==> src/rtl/dmem_pkg.sv <==
// Shared definitions for the data-memory arbiter: access-size codes and FSM states.
package dmem_pkg;

  localparam logic [2:0] F3_B  = 3'b000;
  localparam logic [2:0] F3_W  = 3'b010;
  localparam logic [2:0] F3_BU = 3'b100;

  typedef enum logic [1:0] {
    IDLE,
    ACCESS,
    ACK
  } state_t;

endpackage

==> src/rtl/dmem_rr_pick.sv <==
// Two-way requester selector: fixed priority (port 0) or round-robin against the last winner.
module dmem_rr_pick #(
  parameter int FIXED_PRIO = 0
) (
  input  logic [1:0] req,
  input  logic       last,
  output logic       winner
);

  // Only a tie needs a policy; a lone requester always wins.
  always_comb begin
    winner = req[1];
    if (req == 2'b11) begin
      winner = (FIXED_PRIO != 0) ? 1'b0 : ~last;
    end
  end

endmodule

==> src/rtl/dmem_arbiter.sv <==
// Shares the single-port data memory between the CPU LSU (port 0) and the loader/DMA (port 1).
module dmem_arbiter
  import dmem_pkg::*;
#(
  parameter int DATA_WIDTH = 32,
  parameter int ADDR_WIDTH = 32,
  parameter int MEM_SIZE   = 64,
  parameter int FIXED_PRIO = 0
) (
  input  logic                  clk,
  input  logic                  reset,
  input  logic                  p0_req,
  input  logic                  p0_we,
  input  logic [2:0]            p0_funct3,
  input  logic [ADDR_WIDTH-1:0] p0_addr,
  input  logic [DATA_WIDTH-1:0] p0_wdata,
  output logic                  p0_ack,
  output logic                  p0_err,
  output logic [DATA_WIDTH-1:0] p0_rdata,
  input  logic                  p1_req,
  input  logic                  p1_we,
  input  logic [2:0]            p1_funct3,
  input  logic [ADDR_WIDTH-1:0] p1_addr,
  input  logic [DATA_WIDTH-1:0] p1_wdata,
  output logic                  p1_ack,
  output logic                  p1_err,
  output logic [DATA_WIDTH-1:0] p1_rdata,
  output logic                  mem_wr_en,
  output logic [2:0]            mem_funct3,
  output logic [ADDR_WIDTH-1:0] mem_addr,
  output logic [DATA_WIDTH-1:0] mem_wr_data,
  input  logic [DATA_WIDTH-1:0] mem_rd_data,
  output logic                  grant
);

  localparam logic [ADDR_WIDTH-1:0] ADDR_LIMIT = ADDR_WIDTH'(MEM_SIZE * 4);

  state_t                  state, state_next;
  logic                    gnt_q, last_q, err_q;
  logic [DATA_WIDTH-1:0]   rdata_q;
  logic                    winner;
  logic                    sel_we, f3_ok, legal;
  logic [2:0]              sel_f3;
  logic [ADDR_WIDTH-1:0]   sel_addr;
  logic [DATA_WIDTH-1:0]   sel_wdata;

  dmem_rr_pick #(.FIXED_PRIO(FIXED_PRIO)) u_pick (
    .req    ({p1_req, p0_req}),
    .last   (last_q),
    .winner (winner)
  );

  always_comb begin
    sel_we    = gnt_q ? p1_we     : p0_we;
    sel_f3    = gnt_q ? p1_funct3 : p0_funct3;
    sel_addr  = gnt_q ? p1_addr   : p0_addr;
    sel_wdata = gnt_q ? p1_wdata  : p0_wdata;
    if (sel_we) f3_ok = (sel_f3 == F3_B) || (sel_f3 == F3_W);
    else        f3_ok = (sel_f3 == F3_B) || (sel_f3 == F3_W) || (sel_f3 == F3_BU);
    legal = f3_ok && (sel_addr < ADDR_LIMIT) &&
            !((sel_f3 == F3_W) && (sel_addr[1:0] != 2'b00));
  end

  always_comb begin
    state_next  = state;
    grant       = 1'b0;
    mem_wr_en   = 1'b0;
    mem_funct3  = '0;
    mem_addr    = '0;
    mem_wr_data = '0;
    p0_ack      = 1'b0;
    p0_err      = 1'b0;
    p0_rdata    = '0;
    p1_ack      = 1'b0;
    p1_err      = 1'b0;
    p1_rdata    = '0;
    unique case (state)
      IDLE: begin
        if (p0_req || p1_req) state_next = ACCESS;
      end
      ACCESS: begin
        state_next  = ACK;
        grant       = gnt_q;
        mem_funct3  = sel_f3;
        mem_addr    = sel_addr;
        mem_wr_data = sel_wdata;
        // Reset landing in this cycle must suppress the write at the closing edge.
        mem_wr_en   = sel_we && legal && !reset;
      end
      ACK: begin
        state_next = IDLE;
        grant      = gnt_q;
        if (gnt_q) begin
          p1_ack   = 1'b1;
          p1_err   = err_q;
          p1_rdata = rdata_q;
        end else begin
          p0_ack   = 1'b1;
          p0_err   = err_q;
          p0_rdata = rdata_q;
        end
      end
      default: state_next = IDLE;
    endcase
  end

  always_ff @(posedge clk) begin
    if (reset) begin
      state   <= IDLE;
      gnt_q   <= 1'b0;
      last_q  <= 1'b1;
      rdata_q <= '0;
      err_q   <= 1'b0;
    end else begin
      state <= state_next;
      if (state == IDLE && (p0_req || p1_req)) begin
        gnt_q  <= winner;
        last_q <= winner;
      end
      if (state == ACCESS) begin
        err_q   <= ~legal;
        rdata_q <= (!sel_we && legal) ? mem_rd_data : '0;
      end
    end
  end

endmodule

==> config.mk <==
export PLATFORM = sky130hd
export DESIGN_NAME = dmem_arbiter
export DESIGN_NICKNAME = d
export VERILOG_FILES = /design/src/rtl/dmem_pkg.sv /design/src/rtl/dmem_rr_pick.sv /design/src/rtl/dmem_arbiter.sv
export SDC_FILE = /design/constraint.sdc
export NUM_CORES = 1
export LEC_CHECK = 0
export CORE_AREA = 3 3 120 122
export CTS_BUF_LIST = sky130_fd_sc_hd__clkbuf_8
export CTS_CLUSTER_DIAMETER = 150
export DETAILED_ROUTE_END_ITERATION = 10
export DIE_AREA = 0 0 123 125
export PLACE_DENSITY_LB_ADDON = 0.08
export SLEW_MARGIN = 20
export SYNTH_ARGS = -nofsm -noshare
export SYNTH_HDL_FRONTEND = slang
export SYNTH_SLANG_ARGS = --single-unit
==> constraint.sdc <==
create_clock -name clk -period 3.6 [get_ports clk]
set_input_delay 0.36 -clock clk [delete_from_list [all_inputs] [get_ports clk]]
set_output_delay 0.36 -clock clk [all_outputs]
set_load 0.005 [all_outputs]
* Word level (Yosys, flattened, before mapping) *
Index checks and enable logic that the tools add are counted.

cells by class
  magnitude comparators = 1
  equality and inequality tests = 6
  multiplexer cells = 26
  bitwise operators = 2
  reduce and logical (&&, ||, !) cells = 17

operators by type and width
  operator               count
  $mux W32               9
  $lt A32 B9 Y1 const B  1
  $mux W1                13
  $logic_and A1 B1 Y1    7
  $mux W3                2
  $eq A2 B2 Y1 const B   2
  $pmux W2 S2            1
  $eq A3 B2 Y1 const B   1
  $eq A3 B3 Y1 const B   1
  $logic_not A1 Y1       3
  $logic_not A3 Y1       1
  $logic_or A1 B1 Y1     3
  $eq A2 B1 Y1 const B   1
  $logic_not A2 Y1       1
  $mux W2                1
  $ne A2 B2 Y1 const B   1
  $not A1 Y1             2
  $reduce_bool A2 Y1     1
  $reduce_or A2 Y1       1

storage, ports and cells
  flip-flop bits (word level) = 37
  input port bits = 172

* Longest topological paths before layout *
Gate-level depths: netlist of run 1.

  depth after elaboration = 10
  depth in mapped cells = 6
  mapped depth without buffers = 6

* Hierarchy *
Synthesis of run 1 repeated with hierarchy kept, for this count alone.

unflattened totals
  cells, all modules = 362
  area, all modules = 3128.0 µm²

by module, submodules not included
  module        instances  cells each  area each (µm²)  sequential area each (µm²)
  dmem_arbiter  1          361         3116.7           740.7
  dmem_rr_pick  1          1           11.3             0.0

* Worst setup path before layout of run 1 *
Ideal clock, no wire load.

  kind = input to output
  start = input port p0_addr[26]
  end = output port mem_wr_en
  data arrival time = 1.510 ns
  data required time = 3.240 ns
  slack = 1.730 ns
  stages on the path = 5
  path buffers = 1
  cell sequence = nor4_1 > nand4_1 > a221o_1 > buf_6 > nor4_1

between the ends
  word-level cells in the longest chain between the ends = 7

ends and longest elaborated chain
  what                              RTL line            RTL
  from (decl)                       dmem_arbiter.sv:15  input logic [ADDR_WIDTH-1:0] p0_addr,
  $mux W32                          dmem_arbiter.sv:56  sel_addr = gnt_q ? p1_addr : p0_addr;
  $lt A32 B9 Y1                     dmem_arbiter.sv:60  legal = f3_ok && (sel_addr < ADDR_LIMIT) &&
  $logic_and A1 B1 Y1 (2 in a row)  dmem_arbiter.sv:60
  $logic_and A1 B1 Y1 (2 in a row)  dmem_arbiter.sv:88  mem_wr_en = sel_we && legal && !reset;
  $mux W1                           dmem_arbiter.sv:77  unique case (state)
  to (decl)                         dmem_arbiter.sv:28  output logic mem_wr_en,

No other way between the ends.

* Worst setup path in the final report of run 1 *
  start = register gnt_q
  end = output port mem_wr_en

between the ends
  word-level cells in the longest chain between the ends = 10
  elaborated cells between the ends (all ways) = 18
  classes of those cells = order compare: 1; eq/ne: 2; mux: 5; reduce/logical: 10

ends and longest elaborated chain
  what                                                   RTL line             RTL
  from (decl)                                            dmem_arbiter.sv:39   logic gnt_q, last_q, err_q;
  from (signal assigned)                                 dmem_arbiter.sv:117  gnt_q <= winner;
  branches (longest 7 deep; another with $lt A32 B9 Y1)  --
  $logic_and A1 B1 Y1 (*) (2 in a row)                   dmem_arbiter.sv:88
  $mux W1 (*)                                            dmem_arbiter.sv:77

Every way passes the cells marked *.

==> results of run 1 <==
[power breakdown]
| group | internal, mW | switching, mW | total, mW |
|---|---|---|---|
| registers | 0.415 | 0.0160 | 0.431 |
| clock network | 0.208 | 0.158 | 0.366 |
| logic | 0.378 | 0.240 | 0.618 |
| total | 1.00 | 0.414 | 1.41 |
[cell type report]
class / count / area [µm²] / area share, %
timing repair buffer: 317 / 3150 / 46.5
inverter: 2 / 7.51 / 0.111
clock inverter: 3 / 43.8 / 0.646
tap: 176 / 220 / 3.25
multi-input combinational: 355 / 2540 / 37.5
clock buffer: 5 / 68.8 / 1.02
sequential: 37 / 744 / 11.0
[metal layers]
metal	share of wire (%)	routed length, µm	vias up	GRT usage [%]
met3	8.9	1450	8	5.47
met4	0.55	90	0	2.21
met1	38	6200	1962	21.9
li1	-	-	2089	-
met5	0	0	-	0
met2	52	8490	180	37.1
[sequential cells by signal, indices dropped and copies added, names as in the netlist]
register and cells:
rdata_q 32, state 2, err_q 1, gnt_q 1
last_q 1
[cell families (layout without fill, tap and decap cells)]
kind of cell	after synthesis	after routing
and+or+nand+nor	240	240
DFF	37	37
muxes	67	67
buffers and inverters	44	327
AOI/OAI and AO/OA	44	44
adders and majority gates	4	4
[final timing paths]
kind              cells after the start  slack [ns]           to         from
setup / recovery                      6        0.53    mem_wr_en        gnt_q
setup reg to reg                      5        1.05   rdata_q[8]        gnt_q
hold reg to reg                       2        0.48  rdata_q[17]  rdata_q[17]
hold / removal                        2        0.48  rdata_q[17]  rdata_q[17]
[worst reg2reg max path: stages (launching register included)]
cell	delay, ns
sky130_fd_sc_hd__dfxtp_4	0.64
sky130_fd_sc_hd__buf_4	0.43
sky130_fd_sc_hd__nand2b_1	0.20
sky130_fd_sc_hd__o22a_1	0.18
sky130_fd_sc_hd__nand2_2	0.53
sky130_fd_sc_hd__o31ai_1	0.47
[cell usage in the layout, fill, tap and decap left out, types with 2 or more instances in the layout]
cell	synthesis	routed
sky130_fd_sc_hd__clkdlybuf4s50_1	0	308
sky130_fd_sc_hd__nor4b_1	2	2
sky130_fd_sc_hd__o31ai_2	29	29
sky130_fd_sc_hd__o31ai_1	3	3
sky130_fd_sc_hd__clkbuf_8	0	5
sky130_fd_sc_hd__a21oi_1	5	5
sky130_fd_sc_hd__buf_4	0	9
sky130_fd_sc_hd__nor2b_1	68	66
sky130_fd_sc_hd__nor3_1	4	4
sky130_fd_sc_hd__dfxtp_1	37	36
sky130_fd_sc_hd__nor2_1	10	9
sky130_fd_sc_hd__nand3_1	35	35
sky130_fd_sc_hd__inv_1	2	2
sky130_fd_sc_hd__nor4_1	9	9
sky130_fd_sc_hd__nand2_1	40	39
sky130_fd_sc_hd__mux2i_1	67	67
sky130_fd_sc_hd__nand2b_1	2	2
sky130_fd_sc_hd__nand4_1	2	2
sky130_fd_sc_hd__ha_1	4	3
sky130_fd_sc_hd__and2_1	35	35
sky130_fd_sc_hd__and3_1	33	33
==> flow_summary.rst, run 1 <==
.. list-table::
   :header-rows: 1

   * - Metric
     - Value
   * - Outcome
     - completed
   * - Antenna diodes
     - 0
   * - Total negative setup slack
     - 0 ns
   * - Setup repair after global routing missed its margin
     - no
   * - Number of buffers inserted during clock tree synthesis
     - 5
   * - Final Cell Area
     - 6780 µm²
   * - Clk sinks
     - 37
   * - Worst Tran Pin Value
     - 0.974 ns
   * - Final Hold Viols
     - 0
   * - Hold buffers post-CTS
     - 0
   * - Clock tree from TritonCTS
     - built
   * - Element type at the critical path end
     - primary output
   * - Clock-pin slew of the registers on the worst-case setup and hold paths
     - 0.08 ns
   * - Post-route clock period utilization
     - a little under nine tenths
   * - Total placed instance area
     - 6660 µm²
   * - Fmax achieved
     - 326 MHz
   * - Fraction of final layout cells with drive strength greater than 1
     - roughly 7.4%
   * - Complex-gate fraction of the synthesized area
     - 13.6%
   * - Vias post-DR
     - 4239
   * - Number of global-route vias before repair
     - approximately 4200
   * - First-pass DRT Iterations
     - 4
   * - RD Place Congestion
     - 0.835
   * - Yosys warnings
     - 0
   * - Max Transition Viols Final
     - 0
   * - Setup-failing EPs final
     - 0
   * - Total core area
     - 13300 µm²
   * - Worst path slowest cell
     - sky130_fd_sc_hd__dfxtp_4
   * - Worst supply voltage drop on vdd
     - around 150 µV
   * - Synth Instances
     - around 440
   * - Post-synthesis share of cell area spent on and, or, nand and nor gates
     - between 30% and 40%
   * - Buf/Inv on CP
     - 2
   * - Sort of element at the start of the critical path
     - register
   * - Top cells by area in the synthesized netlist
     - sky130_fd_sc_hd__dfxtp_1 (21%), sky130_fd_sc_hd__mux2i_1 (19%), sky130_fd_sc_hd__nor2b_1 (12%)
   * - Core utilization of the finished layout
     - 51.0%
   * - Number of nets with antenna violations after routing
     - 0
   * - Async set or reset register ratio after synthesis
     - 0%
   * - Worst-case clock buffer depth
     - 2
   * - Pin count of the biggest net entering global routing
     - 47
   * - Most repeated cell in the gate-level netlist after synthesis
     - sky130_fd_sc_hd__nor2b_1
   * - Filler instances
     - 1265
   * - Mean instance size in the synthesized netlist
     - approximately 8 µm²
   * - Power per cell area
     - 209 nW/µm²
   * - Initial core utilization
     - between 20% and 30%
   * - Clock root buffer
     - sky130_fd_sc_hd__clkbuf_8
   * - Port Buf Inserts
     - 308
   * - Clock Skew
     - 0.0131 ns
   * - Static leakage
     - 2.42 nW
   * - Area share of the largest cell type after synthesis
     - 21.3%
   * - Crit path DAT
     - 2.71 ns
   * - Required time of the critical path
     - 3.24 ns
   * - Wire length of the first global-routing pass
     - 23800 µm
   * - Worst Path Class, Setup
     - reg2out
   * - Maximum level of the CTS H-tree
     - 2
   * - Placement Rows
     - 42
   * - Average vias per placed instance
     - approximately 4.7
   * - Half-perimeter wire length after placement
     - 13000 µm
   * - Post-synth EDFFs
     - 0
   * - Post-layout power
     - 1.41 mW
   * - Skew-Pair Late Insertion Delay
     - 0.29 ns
   * - CP Max Fanout
     - 29
   * - Post-synthesis cell type count
     - 29
   * - Synthesized flop and latch total
     - 37
   * - Total global routing track utilization
     - between 10% and 20%
   * - Die Y-Extent
     - 125 µm
   * - Wire length per cell after detailed routing
     - 18.1 µm
   * - Final period demand of the worst path
     - 3.07 ns
   * - Placed instance count
     - just under 900
   * - DRC marker count from the first detailed-route iteration
     - slightly above 90
   * - Number of nets in the layout
     - slightly below 900
   * - Area growth from synthesis to final layout
     - 94.9%
   * - Most area-hungry cell type in the Yosys netlist
     - sky130_fd_sc_hd__dfxtp_1
   * - GR Overflow Total
     - 0
   * - Total nets after synthesis
     - 612
   * - Kind of path behind the tightest hold check
     - reg2reg
   * - Commonest cells in the synthesized netlist
     - sky130_fd_sc_hd__nor2b_1 (68), sky130_fd_sc_hd__mux2i_1 (67), sky130_fd_sc_hd__nand2_1 (40)
   * - Area of the die
     - 15400 µm²
   * - Biggest cell delay along the critical path
     - 0.64 ns
   * - Max-cap violation count
     - 0
   * - List of cells traversed by the critical path
     - buf_4, nand2b_1, o22a_1, nand3_1, nor4_1, clkdlybuf4s50_1
   * - Fin cells
     - 895
   * - Hold_ws
     - between 0.4 and 0.5 ns
   * - Die Wd
     - 123 µm
   * - Post-CTS sizing
     - 0
   * - DRC viols
     - 0
   * - Portion of netlist area occupied by mux cells
     - 19.3%
   * - Critical path's top delay family
     - buffers and inverters
   * - Fin worst setup slack
     - 0.531 ns
   * - Sequential element share of the synthesized area
     - approximately a fifth
   * - Xor-xnor portion of the synthesized cell area
     - 0%
   * - Number of top-level pins
     - 309
   * - Relative slew margins
     - 34.8%
   * - Cell Area, Synth
     - ~3500 µm²
   * - Worst slack, placed
     - 0.688 ns
   * - Post-CTS Setup Bufs
     - 0
   * - Share of synthesized cell area in full adder, half adder and majority cells
     - approximately 1.4%
   * - Detailed Route WL
     - between 15000 and 20000 µm
   * - Top_reg_cell synth
     - sky130_fd_sc_hd__dfxtp_1
   * - Antenna violations before repair
     - 0
   * - Combinational family with the most area after synthesis
     - simple AND/OR/NAND/NOR gates
No activity file was read; power rests on OpenSTA's default activity.
==> run 2, diff against run 1 <==
==> constraint.sdc (replaced) <==
create_clock -name clk -period 4 [get_ports clk]
set_input_delay 0.4 -clock clk [delete_from_list [all_inputs] [get_ports clk]]
set_output_delay 0.4 -clock clk [all_outputs]
set_load 0.005 [all_outputs]
==> run 2 against run 1 <==
- sequential share of layout area about the same
- routed wire length up 0.86%
- clock power decreased by 32%
- first-iteration DRC count increased by 28%
- total power decreased by 16%
- setup slack better by 0.40 ns
- global-route usage increased by 0.13 points
- non-clock buffer count increased by 1
- sequential cell count unchanged
- combinational power is 9.9% lower
- register-to-register slack better by 0.47 ns
- critical path type unchanged
- largest power group unchanged
==> flow_summary.rst, run 2 (synthesis gave the netlist of run 1 again) <==
.. list-table::
   :header-rows: 1

   * - Metric
     - Value
   * - Most Used Layer, Global Route
     - met2
   * - Registers with the most flip-flops
     - rdata_q x32, state x2
   * - Area of the die
     - approximately 15000 µm²
   * - Max-cap violation count
     - 0
   * - Power per cell area
     - between 150 and 200 nW/µm²
   * - Final Hold Viols
     - 0
   * - Worst-case clock buffer depth
     - 2
   * - Worst Tran Pin Value
     - approximately 1 ns
   * - Number of nets in the layout
     - just under 900
   * - Antenna violations before repair
     - 1
   * - Clock-pin slew of the registers on the worst-case setup and hold paths
     - 0.07 ns
   * - RD Place Congestion
     - around 0.86
   * - Worst Path Class, Setup
     - reg2out
   * - Setup repair after global routing missed its margin
     - no
   * - Outcome
     - completed
   * - Placed instance count
     - 888
   * - DRC viols
     - 0
   * - First-pass DRT Iterations
     - 4
   * - Clock Skew
     - 0.00920 ns
   * - Detailed Route WL
     - 16400 µm
   * - Total negative setup slack
     - 0 ns
   * - DRC marker count from the first detailed-route iteration
     - 119
   * - Sort of element at the start of the critical path
     - register
   * - Filler instances
     - 1240
   * - Wire length per cell after detailed routing
     - between 15 and 20 µm
   * - Global Route met1 Usage
     - 21.6%
   * - Fin cells
     - between 800 and 900
   * - Clock root buffer
     - sky130_fd_sc_hd__clkbuf_8
   * - Post-CTS sizing
     - 0
   * - Static leakage
     - 2.41 nW
   * - Final period demand of the worst path
     - 3.06 ns
   * - Worst supply voltage drop on vdd
     - 100 µV
   * - Number of buffers inserted during clock tree synthesis
     - 5
   * - Initial core utilization
     - 26.2%
   * - Required time of the critical path
     - 3.60 ns
   * - Hold buffers post-CTS
     - 0
   * - Total core area
     - 13300 µm²
   * - Top library cells by usage in the layout, fill and taps aside
     - sky130_fd_sc_hd__clkdlybuf4s50_1 (308), sky130_fd_sc_hd__mux2i_1 (67), sky130_fd_sc_hd__nor2b_1 (66)
   * - Wire length of the first global-routing pass
     - 23900 µm
   * - Pin count of the biggest net entering global routing
     - 41
   * - Fmax achieved
     - 326 MHz
   * - Clock tree from TritonCTS
     - built
   * - Number of nets with antenna violations after routing
     - 0
   * - GR Overflow Total
     - 0
   * - Met2 capacity usage during global routing
     - 36.9%
   * - Max FFs per register
     - 32
   * - Half-perimeter wire length after placement
     - 13000 µm
   * - Post-route clock period utilization
     - between 70 and 80%
   * - Leading cell type in the layout, fill and taps excluded
     - sky130_fd_sc_hd__clkdlybuf4s50_1
   * - Setup-failing EPs final
     - 0
   * - Port Buf Inserts
     - around 300
   * - Die Y-Extent
     - between 100 and 150 µm
   * - Kind of path behind the tightest hold check
     - reg2reg
   * - Post-CTS Setup Bufs
     - 0
   * - Number of global-route vias before repair
     - 4233
   * - M3 GR Usage
     - under 10%
   * - CP Max Fanout
     - 28
   * - Max Transition Viols Final
     - 0
   * - Clk sinks
     - 37
   * - Placement Rows
     - 42
   * - Vias post-DR
     - 4237
   * - Skew-Pair Late Insertion Delay
     - 0.28 ns
   * - Total global routing track utilization
     - 19.6%
   * - Maximum level of the CTS H-tree
     - 2
   * - Area growth from synthesis to final layout
     - 94.1%
   * - Crit path DAT
     - 2.66 ns
   * - Biggest register
     - rdata_q
   * - Die Wd
     - roughly 120 µm
   * - Fraction of final layout cells with drive strength greater than 1
     - just over 7%
   * - Element type at the critical path end
     - primary output
   * - Relative slew margins
     - around 34%
   * - Number of top-level pins
     - 309
   * - Average vias per placed instance
     - 4.73
[run 2: report_power, final]
part           leakage (nW)  internal, mW  switching, mW
sequential            0.300         0.373         0.0131
clock                0.0454         0.118          0.131
combinational          2.06         0.340          0.216
[run 2: worst max-delay path, cell delays in order (launching register included)]
cell and delay (ns):
sky130_fd_sc_hd__dfxtp_4 0.60, sky130_fd_sc_hd__buf_4 0.42, sky130_fd_sc_hd__buf_4 0.48, sky130_fd_sc_hd__mux2i_1 0.15
sky130_fd_sc_hd__nor2b_1 0.19, sky130_fd_sc_hd__clkdlybuf4s50_1 0.53
[run 2: final timing paths]
check | to | slack [ns] | cells after the start | from
worst max-delay path | mem_wr_data[24] | 0.94 | 5 | gnt_q
worst min register to register | rdata_q[9] | 0.47 | 2 | rdata_q[9]
worst min-delay path | rdata_q[9] | 0.47 | 2 | rdata_q[9]
worst max register to register | rdata_q[8] | 1.52 | 5 | gnt_q
[run 2: through the flow]
step                hold slack, ns  power (mW)  area, µm²  util [%]  setup WS (ns)
floorplan                    0.431       0.608       3480         -           2.05
global placement             0.455       0.953       6670      50.2           1.10
detailed placement           0.462       0.958       6670      50.2           1.09
CTS                          0.478        1.21       6750      50.8          0.896
global route                 0.499        1.28       6750      50.8          0.729
finish                       0.474        1.19       6750      50.8          0.935
[run 2: cell type report]
type,count,area [µm²],share of cell area (%)
Antenna cell,1,2.50,0.0371
Clock buffer,5,68.8,1.02
Clock inverter,2,12.5,0.185
Inverter,2,7.51,0.111
Multi-Input combinational cell,355,2540,37.6
Sequential cell,37,744,11.0
Tap cell,176,220,3.26
Timing Repair Buffer,318,3160,46.8
[run 2: layer usage]
metal	up-vias	routed length, µm
li1	2088	-
met4	0	151
met2	158	8620
met1	1983	6160
met3	8	1430
met5	-	0
